## config.mk

```make
export PLATFORM = sky130hd
export DESIGN_NAME = uart_receiver
export DESIGN_NICKNAME = d
export VERILOG_FILES = /design/src/rtl/uart_receiver.sv
export SDC_FILE = /design/constraint.sdc
export NUM_CORES = 1
export LEC_CHECK = 0
export BUFFER_PORTS_ARGS = -buffer_cell sky130_fd_sc_hd__buf_4
export CORE_MARGIN = 2
export CORE_UTILIZATION = 39
export DETAILED_ROUTE_END_ITERATION = 8
export PLACE_DENSITY = 0.68
export RECOVER_POWER = 100
export SETUP_SLACK_MARGIN = 0.4
export SYNTH_ARGS = -nofsm -noshare
export SYNTH_HDL_FRONTEND = slang
export SYNTH_SLANG_ARGS = --single-unit
```

## constraint.sdc

```tcl
create_clock -name clk -period 1.9 [get_ports clk]
set_input_delay 0.19 -clock clk [delete_from_list [all_inputs] [get_ports clk]]
set_output_delay 0.19 -clock clk [all_outputs]
set_load 0.05 [all_outputs]
```

## src/rtl/uart_receiver.sv

```systemverilog
// UART receive path: 2-flop synchroniser, 16x-oversampled start/data/parity/stop
// deserialiser with even parity check, one-cycle valid pulse and sticky error flags.
module uart_receiver #(
  parameter int unsigned DATA_BITS  = 8,
  parameter int unsigned OVERSAMPLE = 16
) (
  input  logic                 clk,
  input  logic                 reset,
  input  logic                 Rx_EN,
  input  logic                 Rx_sample_ENABLE,
  input  logic                 RxD,
  output logic [DATA_BITS-1:0] Rx_DATA,
  output logic                 Rx_VALID,
  output logic                 Rx_PERROR,
  output logic                 Rx_FERROR
);

  localparam int unsigned TW = $clog2(OVERSAMPLE);
  localparam int unsigned BW = $clog2(DATA_BITS + 1);

  localparam logic [TW-1:0] TICK_MID  = TW'(OVERSAMPLE / 2 - 1);
  localparam logic [TW-1:0] TICK_END  = TW'(OVERSAMPLE - 1);
  localparam logic [BW-1:0] BIT_LAST  = BW'(DATA_BITS - 1);

  typedef enum logic [2:0] {
    IDLE,
    START,
    DATA,
    PARITY,
    STOP
  } state_e;

  state_e               state_q, state_d;
  logic [1:0]           sync_q, sync_d;
  logic [TW-1:0]        tick_q, tick_d;
  logic [BW-1:0]        bit_cnt_q, bit_cnt_d;
  logic [DATA_BITS-1:0] shift_q, shift_d;
  logic                 perr_q, perr_d;
  logic [DATA_BITS-1:0] data_q, data_d;
  logic                 valid_q, valid_d;
  logic                 perr_flag_q, perr_flag_d;
  logic                 ferr_flag_q, ferr_flag_d;

  logic                 rxd_s;
  logic                 tick_end;
  logic [DATA_BITS:0]   shift_ext;

  assign rxd_s     = sync_q[1];
  assign tick_end  = (tick_q == TICK_END);
  assign shift_ext = {rxd_s, shift_q};

  always_comb begin
    state_d     = state_q;
    sync_d      = {sync_q[0], RxD};
    tick_d      = tick_q;
    bit_cnt_d   = bit_cnt_q;
    shift_d     = shift_q;
    perr_d      = perr_q;
    data_d      = data_q;
    valid_d     = 1'b0;
    perr_flag_d = perr_flag_q;
    ferr_flag_d = ferr_flag_q;

    if (!Rx_EN) begin
      state_d   = IDLE;
      tick_d    = '0;
      bit_cnt_d = '0;
    end else if (Rx_sample_ENABLE) begin
      unique case (state_q)
        IDLE: begin
          if (!rxd_s) begin
            state_d     = START;
            tick_d      = '0;
            perr_flag_d = 1'b0;
            ferr_flag_d = 1'b0;
          end
        end
        START: begin
          // mid start bit: a high line here means a glitch, not a frame
          if (tick_q == TICK_MID) begin
            tick_d    = '0;
            bit_cnt_d = '0;
            state_d   = rxd_s ? IDLE : DATA;
          end else begin
            tick_d = tick_q + 1'b1;
          end
        end
        DATA: begin
          if (tick_end) begin
            tick_d  = '0;
            shift_d = shift_ext[DATA_BITS:1];
            if (bit_cnt_q == BIT_LAST) begin
              bit_cnt_d = '0;
              state_d   = PARITY;
            end else begin
              bit_cnt_d = bit_cnt_q + 1'b1;
            end
          end else begin
            tick_d = tick_q + 1'b1;
          end
        end
        PARITY: begin
          if (tick_end) begin
            tick_d  = '0;
            perr_d  = (^shift_q) ^ rxd_s;
            state_d = STOP;
          end else begin
            tick_d = tick_q + 1'b1;
          end
        end
        STOP: begin
          // leave half a stop bit early so back-to-back frames are caught
          if (tick_end) begin
            tick_d      = '0;
            state_d     = IDLE;
            perr_flag_d = perr_q;
            ferr_flag_d = ~rxd_s;
            if (!perr_q && rxd_s) begin
              data_d  = shift_q;
              valid_d = 1'b1;
            end
          end else begin
            tick_d = tick_q + 1'b1;
          end
        end
        default: begin
          state_d = IDLE;
          tick_d  = '0;
        end
      endcase
    end
  end

  always_ff @(posedge clk or negedge reset) begin
    if (!reset) begin
      state_q     <= IDLE;
      sync_q      <= 2'b11;
      tick_q      <= '0;
      bit_cnt_q   <= '0;
      shift_q     <= '0;
      perr_q      <= 1'b0;
      data_q      <= '0;
      valid_q     <= 1'b0;
      perr_flag_q <= 1'b0;
      ferr_flag_q <= 1'b0;
    end else begin
      state_q     <= state_d;
      sync_q      <= sync_d;
      tick_q      <= tick_d;
      bit_cnt_q   <= bit_cnt_d;
      shift_q     <= shift_d;
      perr_q      <= perr_d;
      data_q      <= data_d;
      valid_q     <= valid_d;
      perr_flag_q <= perr_flag_d;
      ferr_flag_q <= ferr_flag_d;
    end
  end

  assign Rx_DATA   = data_q;
  assign Rx_VALID  = valid_q;
  assign Rx_PERROR = perr_flag_q;
  assign Rx_FERROR = ferr_flag_q;

endmodule

```

==> results_dict.tcl, run 1 <==
set metrics [dict create \
    hold_start "Rx_EN" \
    htree_num_levels 2 \
    track_usage 0.183 \
    period_share 0.948 \
    yosysUniqueCellTypes 42 \
    numCtsBuffers 5 \
    antenna_cells 0 \
    reg2reg_slack_ns 0.1 \
    min_period_ns 1.80 \
    clkTransAtPathRegs_ns 0.07 \
    timing.slew.headroom 0.464 \
    clock-sinks 33 \
    num_rows 23 \
    slowest_stage "dfrtp_2" \
    start_util 0.407 \
    areaGrowthSynthToFinish_pct 39.9 \
    place.gp.congestion 0.853 \
    gr-total-overflow 0 \
    max-clock-path-buffers 2 \
    die-area_um2 4700 \
    coreArea_um2 4000 \
    crit_family "simple AND/OR/NAND/NOR gates" \
    max_freq_ghz 0.555 \
    p_total_uw 1590 \
    leakage_uw 0.00101 \
    tns_ns 0 \
    ir_drop_mv 0.432 \
    ioPinCount 16 \
    cpPeakStageDelay_ns 0.42 \
    critical_path_buf_inv_count 2 \
    drcViolationCount 0 \
    grt_max_degree 34 \
    fin_worst_skew_ns 0.00644 \
    rsz0062_at_grt "true" \
    ys_ff_latch 33 \
    die_h_um 68.6 \
    via_count 1266 \
    path_cells "buf_6 -> or3b_4 -> nor2_1 -> buf_12 -> mux2_1" \
    die_w_um 68.6 \
    worstSkewPairLatency_ns 0.29 \
    place.port_buffers 15 \
    final_util 0.569 \
    r2r_start "state_q[0]" \
    whs_path_depth 2 \
    grt_pass1_wl_um 6150 \
    min_to "bit_cnt_q[0]" \
    dr.pass1.iters 4 \
    r2r_cells 5 \
    drtIter0Drc 61 \
    crit_path_end_kind "register" \
    critPathKind "reg2reg" \
    finalSetupViolCount 0 \
    postLayoutSetupSlackWorst_ns 0.0992 \
    drv_cap 0 \
    dp_hpwl_um 2170 \
    worstReg2RegEnd "shift_q[6]" \
    wire_per_inst_um 15.9 \
    synth_nets 150 \
    crit_required_ns 2.07 \
    hold_viol 0 \
    viasPerCell 5.28 \
    arrival_ns 1.97 \
    synthCells 143 \
    grt_pass1_vias 1295 \
    yosysSeqAreaShare 0.509 \
    synth_edf_count 0 \
    grt_antenna_before_repair 0 \
    outcome "complete, no violations" \
    drive_above_1_share 0.374 \
    slew_viol_final 0 \
    tightestPinTransition_ns 0.804 \
    hold_class "in2reg" \
    ant_nets 0 \
    pre_cts_ws_ns -0.0302 \
    syn_area_um2 1630 \
    power_density_nw_per_um2 698 \
    start_kind "register" \
    wl_um 3810 \
    path_max_fanout 8 \
    synth-main-ff-cell "dfrtp_1" \
    postSynthAreaPerCell_um2 11.4 \
    cts-root-buf "clkbuf_8" \
    cts_tree "yes" \
    hold_slack_ns 0.195 \
    synth_warnings 0 \
    ys_async_sr_fraction 1.00 \
    final_nets 196 \
]
-- cell usage in the layout (no fill, tap or decap), types with 2 or more instances in the layout --
cell and instances:
a21oi_1 2, a22o_1 3, buf_12 4, buf_4 14
buf_6 7, clkbuf_1 13, clkbuf_8 6, dfrtp_1 29
dfrtp_2 2, dfstp_2 2, dlygate4sd3_1 2, ha_1 2
inv_1 4, mux2_1 2, mux2_4 14, mux2i_1 2
nand2_1 10, nand2_2 3, nand2b_1 2, nand3_1 9
nand3b_1 2, nand4_1 2, nor2_1 5, nor2_4 2
o21ai_0 5, o21ai_1 5, o21ai_2 2, or3b_4 2
or4b_4 2, xnor2_1 7, xor2_1 2
-- through the flow --
| step | instance area, um^2 | instances |
|---|---|---|
| detailed placement | 1880 | 209 |
| CTS | 2290 | 237 |
| global route | 2280 | 240 |
| global placement | 1880 | 209 |
| finish | 2280 | 240 |
| floorplan | 1690 | 143 |
-- power by group --
part	leakage, uW	switching (uW)	internal, uW
combinational	0.000500	90.8	92.0
clock	0.0000585	257	427
sequential	0.000450	8.05	713
-- area by class of cell --
type	count	area, um^2
sequential	33	831
fill	335	1720
clock inverter	1	30.0
timing repair buffer	43	384
multi-input combinational	102	867
inverter	4	15.0
clock buffer	7	86.3
tap	50	62.6
-- cells in the mapped netlist, types with 2 or more instances --
master    number  area [um^2]
xor2_1         2         17.5
nand3_1        9         45.0
nand2_1       13         48.8
a21oi_1        2         10.0
mux2_2        16          180
dfstp_2        2         52.6
nor2_1         5         18.8
inv_1          4         15.0
dfrtp_1       31          776
ha_1           2         25.0
nor2_2         2         12.5
nand4_1        2         12.5
xnor2_1        7         61.3
o21ai_0       11         55.1
nand2b_1       2         12.5
nand3b_1       2         15.0
buf_2          3         15.0
a22o_1         3         26.3
mux2i_1        2         20.0
-- per-layer routing --
metal  vias to the layer above  track usage  wire [um]
met5                         -            0          0
met4                         0        0.100         80
met3                        10       0.0406        113
met2                        18        0.321       2030
met1                       639        0.204       1580
li1                        599            -          -
-- repair_timing --
item | 4_1_cts | 5_1_grt
pin swaps | 20 | 12
hold buffers | 2 | 0
gates cloned | 1 | 0
setup buffers | 17 | 3
hold endpoints to repair | 32 | 0
resized for setup | 32 | 14
endpoints found under the setup margin | 27 | 30
-- logic make-up after synthesis --
| group | synth area share |
|---|---|
| compound gates | 0.0977 |
| mux | 0.123 |
| xor+xnor | 0.0485 |
| flops | 0.509 |
| buf+inv | 0.0208 |
| simple gates | 0.185 |
| fa+ha+maj | 0.0154 |
-- worst max path at each step --
| stage | to | start | slack, ns | cells after the start |
|---|---|---|---|---|
| detailed placement | bit_cnt_q[3] | state_q[0] | -0.03 | 5 |
| global placement | bit_cnt_q[2] | state_q[0] | 0.12 | 5 |
| finish | shift_q[6] | state_q[0] | 0.1 | 5 |
| CTS | bit_cnt_q[3] | tick_q[3] | 0.11 | 5 |
| global route | shift_q[6] | tick_q[0] | 0.04 | 6 |
| floorplan | bit_cnt_q[2] | tick_q[3] | 0.25 | 5 |
-- registers in the layout, summed over array words and instances, names as in the netlist --
signal / count
shift_q: 8
Rx_PERROR: 1
Rx_VALID: 1
state_q: 3
Rx_FERROR: 1
sync_q: 2
Rx_DATA: 8
bit_cnt_q: 4
perr_q: 1
tick_q: 4
(Power assumes the default switching activity.)
==> run 2, diff against run 1 <==
CORE_UTILIZATION = 52   (was 39)
PLACE_DENSITY = 0.83   (was 0.68)
==> results_dict.tcl, run 2 (synthesis results as in run 1) <==
set metrics [dict create \
    rsz0062_at_grt "true" \
    outcome "complete, no violations" \
    dp_hpwl_um 2100 \
    crit_family "simple AND/OR/NAND/NOR gates" \
    start_util 0.542 \
    fin_worst_skew_ns 0.0169 \
    via_count 1323 \
    numCtsBuffers 5 \
    critical_path_buf_inv_count 2 \
    swShare 0.261 \
    max_freq_ghz 0.545 \
    worstReg2RegEnd "shift_q[6]" \
    die_w_um 59.9 \
    htree_num_levels 2 \
    finalSetupViolCount 0 \
    tns_ns 0 \
    reg2reg_slack_ns 0.07 \
    antenna_cells 0 \
    path_cells "clkbuf_4 -> or3b_1 -> nor2_4 -> buf_12 -> mux2_4" \
    crit_path_end_kind "register" \
    ir_drop_mv 0.524 \
    drv_cap 0 \
    cp_num_cells 5 \
    crit_start "state_q[0]" \
    slew_viol_final 0 \
    cts-root-buf "clkbuf_4" \
    track_usage 0.243 \
    slowest_stage "or3b_1" \
    coreArea_um2 3000 \
    worstSetupEndpoint "shift_q[6]" \
    drtIter0Drc 48 \
    grt_max_degree 34 \
    comb_power_share 0.134 \
    dr.pass1.iters 4 \
    hold_viol 0 \
    arrival_ns 2.05 \
    clock-sinks 33 \
    p_total_uw 1320 \
    critPathKind "reg2reg" \
    cts_tree "yes" \
    place.port_buffers 15 \
    final_nets 196 \
    r2r_cells 5 \
    grt_pass1_vias 1329 \
    max-clock-path-buffers 2 \
    period_share 0.965 \
    power_density_nw_per_um2 620 \
    drive_above_1_share 0.358 \
    intPower_uw 977 \
    p_switching_uw 345 \
    die_h_um 59.9 \
    wire_per_inst_um 18.2 \
    final_cell_mix "30 x dfrtp_1, 22 x buf_4, 13 x mux2_4, 13 x nand2_1, 12 x clkbuf_1" \
    grt_antenna_before_repair 0 \
    crit_required_ns 2.12 \
    ioPinCount 16 \
    num_rows 20 \
    path_max_fanout 7 \
    areaGrowthSynthToFinish_pct 31.0 \
    clockPowerShare 0.320 \
    die-area_um2 3590 \
    viasPerCell 5.93 \
    drcViolationCount 0 \
    gr-total-overflow 0 \
    cpPeakStageDelay_ns 0.49 \
    clkTransAtPathRegs_ns 0.10 \
    worstSkewPairLatency_ns 0.34 \
    r2r_start "state_q[0]" \
    p_seq_frac 0.545 \
    hold_class "in2reg" \
    ant_nets 0 \
    place.gp.congestion 0.874 \
    wl_um 4070 \
    grt_pass1_wl_um 6370 \
    hold_slack_ns 0.134 \
    layout_commonest_cell "dfrtp_1" \
    min_period_ns 1.83 \
    leakage_uw 0.000946 \
    tightestPinTransition_ns 0.822 \
    fill_cells 200 \
    start_kind "register" \
    timing.slew.headroom 0.452 \
]
run 2: cell count changes in the layout (fill, tap and decap cells not counted), moves of 5 or more:
cell	change
clkbuf_8	-5
buf_4	+8
clkbuf_4	+6
buf_6	-5
run 2: repair_timing:
| action | in CTS | in global routing |
|---|---|---|
| hold buffers | 2 | 0 |
| resized for setup | 11 | 22 |
| gates cloned | 1 | 0 |
| buffers inserted | 15 | 5 |
| endpoints found under the setup margin | 27 | 29 |
| pin swaps | 10 | 6 |
| hold endpoints to repair | 32 | 0 |
run 2: routing by layer:
metal  part of all wire  GRT usage  vias to the layer above
met3              0.052     0.0671                       11
met1               0.41      0.303                      648
met4              0.018     0.0762                        0
met5                  0          0                        -
met2               0.52      0.410                       58
li1                   -          -                      606
run 2: area by class of cell:
cell class / count / area, um^2 / area share
sequential: 33 / 830 / 0.389
clock buffer: 7 / 55.1 / 0.0258
inverter: 4 / 15.0 / 0.00705
tap: 33 / 41.3 / 0.0194
clock inverter: 1 / 7.51 / 0.00352
timing repair buffer: 42 / 294 / 0.138
multi-input combinational: 103 / 888 / 0.417
run 2: worst min path at each step:
stage / cells past startpoint / slack, ns / endpoint / startpoint
floorplan: 0 / -0.11 / Rx_DATA[0] / reset
global placement: 1 / 0.15 / tick_q[0] / reset
detailed placement: 1 / 0.15 / tick_q[0] / reset
CTS: 2 / 0.13 / bit_cnt_q[3] / Rx_EN
global route: 2 / 0.14 / bit_cnt_q[3] / Rx_EN
finish: 2 / 0.13 / bit_cnt_q[3] / Rx_EN
run 2: stage by stage:
| stage | utilization | std cells | setup slack (ns) | area, um^2 |
|---|---|---|---|---|
| finish | 0.710 | 223 | 0.0666 | 2130 |
| global route | 0.710 | 223 | 0.0414 | 2130 |
| CTS | 0.702 | 218 | 0.181 | 2110 |
| detailed placement | 0.616 | 192 | 0.107 | 1850 |
| global placement | 0.616 | 192 | 0.144 | 1850 |
| floorplan | - | 143 | 0.249 | 1690 |
run 2: power groups by stage:
stage | registers, uW | clock network, uW | logic [uW]
2_1_floorplan | 731 | 0 | 80.9
3_3_place_gp | 735 | 0 | 108
4_1_cts | 721 | 422 | 160
5_1_grt | 722 | 460 | 191
3_5_place_dp | 736 | 0 | 109
6_report | 721 | 423 | 178
==> run 3, diff against run 2 <==
--- a/config.mk
+++ b/config.mk
@@ -13,3 +13,2 @@
 export RECOVER_POWER = 100
-export SETUP_SLACK_MARGIN = 0.4
 export SYNTH_ARGS = -nofsm -noshare
--- a/constraint.sdc
+++ b/constraint.sdc
@@ -3,2 +3,2 @@
 set_output_delay 0.19 -clock clk [all_outputs]
-set_load 0.05 [all_outputs]
+set_load 0.005 [all_outputs]
==> results_dict.tcl, run 3 (synthesis results as in run 1) <==
set metrics [dict create \
    clock-sinks 33 \
    dpl_cell_area_um2 1820 \
    start_util 0.542 \
    fin_worst_skew_ns 0.00926 \
    crit_required_ns 2.17 \
    ant_nets 0 \
    drv_cap 0 \
    areaGrowthSynthToFinish_pct 20.1 \
    antenna_cells 0 \
    via_count 1214 \
    viasPerCell 5.84 \
    coreArea_um2 3000 \
    ir_drop_mv 0.632 \
    timing.slew.headroom 0.466 \
    arrival_ns 2.10 \
    drcViolationCount 0 \
    finalSetupViolCount 0 \
    numCtsBuffers 5 \
    path_max_fanout 7 \
    grt_antenna_before_repair 0 \
    cts_tree "yes" \
    slew_viol_final 0 \
    crit_path_end_kind "register" \
    clkTransAtPathRegs_ns 0.10 \
    postLayoutSetupSlackWorst_ns 0.0700 \
    die_h_um 59.9 \
    hold_class "in2reg" \
    critPathKind "reg2reg" \
    gr-total-overflow 0 \
    layout_commonest_cell "dfrtp_1" \
    period_share 0.963 \
    drtIter0Drc 25 \
    crit_start "state_q[1]" \
    track_usage 0.191 \
    die_w_um 59.9 \
    grt_pass1_wl_um 5090 \
    rsz0062_at_grt "true" \
    wl_um 3100 \
    start_kind "register" \
    hold_start "Rx_EN" \
    ioPinCount 16 \
    worstSkewPairLatency_ns 0.33 \
    pre_cts_ws_ns 0.0302 \
    die-area_um2 3590 \
    fin_area_um2 1950 \
    drive_above_1_share 0.360 \
    tightestPinTransition_ns 0.801 \
    power_density_nw_per_um2 712 \
    place.port_buffers 15 \
    max_freq_ghz 0.546 \
    grt_pass1_vias 1150 \
    dr.pass1.iters 4 \
    final_nets 181 \
    wire_per_inst_um 14.9 \
    leakage_uw 0.000899 \
    hold_viol 0 \
    htree_num_levels 2 \
    outcome "complete, no violations" \
    dp_hpwl_um 2120 \
    final_cell_mix "29 x dfrtp_1, 16 x mux2_2, 16 x clkbuf_4" \
    min_period_ns 1.83 \
    max-clock-path-buffers 2 \
    cts-root-buf "clkbuf_4" \
    num_rows 20 \
    place.gp.congestion 0.824 \
    grt_max_degree 34 \
    r2r_start "state_q[1]" \
]
## run 3: cell count changes in the layout (fill, tap and decap cells not counted), sizes merged
| cell | change |
|---|---|
| buf | -13 |
| bufinv | +1 |
| clkbuf | -1 |
| clkinvlp | -1 |
| nor2 | -1 |
## run 3: where the power goes
group | internal, uW | switching, uW | total [uW]
Combinational | 51.1 | 69.8 | 121
Clock | 314 | 233 | 547
Sequential | 713 | 10.4 | 723
## run 3: final cells by class
class	count	area [um^2]
clock inverters	1	30.0
flip-flops and latches	33	831
inverters	4	15.0
fillers	238	1050
clock buffers	7	55.1
well taps	33	41.3
repair buffers	28	205
multi-input cells	102	776
## run 3: what timing repair did
item	4_1_cts	5_1_grt
setup endpoints to repair	0	5
hold buffers	2	0
setup buffers	0	3
gates resized for setup	0	8
hold endpoints to repair	32	0
## run 3: worst max-delay path, cell delays in order, from the launching register on
cell	delay [ns]
dfrtp_2	0.44
or3b_4	0.41
a2111oi_4	0.50
buf_4	0.19
nand4_1	0.09
a21boi_1	0.13
## run 3: routing by layer
layer,up-vias,routed length [um],global-route usage
met2,29,1590,0.315
met5,-,0,0
met4,0,43,0.0571
met3,4,133,0.0541
li1,571,-,-
met1,610,1330,0.242
## run 3: stage by stage
step / total power [uW] / TNS [ns] / util / hold WS, ns / cells
2_1_floorplan: 801 / 0 / - / -0.106 / 143
3_3_place_gp: 835 / 0 / 0.607 / 0.153 / 195
3_5_place_dp: 838 / 0 / 0.607 / 0.152 / 195
4_1_cts: 1390 / 0 / 0.642 / 0.133 / 205
5_1_grt: 1450 / -0.0612 / 0.650 / 0.129 / 208
6_report: 1390 / 0 / 0.650 / 0.141 / 208
## run 3: path summary, 6_finish.rpt
| check | slack [ns] | end | cells after the start |
|---|---|---|---|
| worst max-delay path | 0.07 | bit_cnt_q[1] | 5 |
| worst min-delay path | 0.14 | bit_cnt_q[0] | 2 |
| worst max register to register | 0.07 | bit_cnt_q[1] | 5 |
| worst min register to register | 0.37 | sync_q[1] | 0 |
| max in group asynchronous | 0.88 | state_q[0] | 2 |
| min in group asynchronous | 0.47 | bit_cnt_q[2] | 2 |
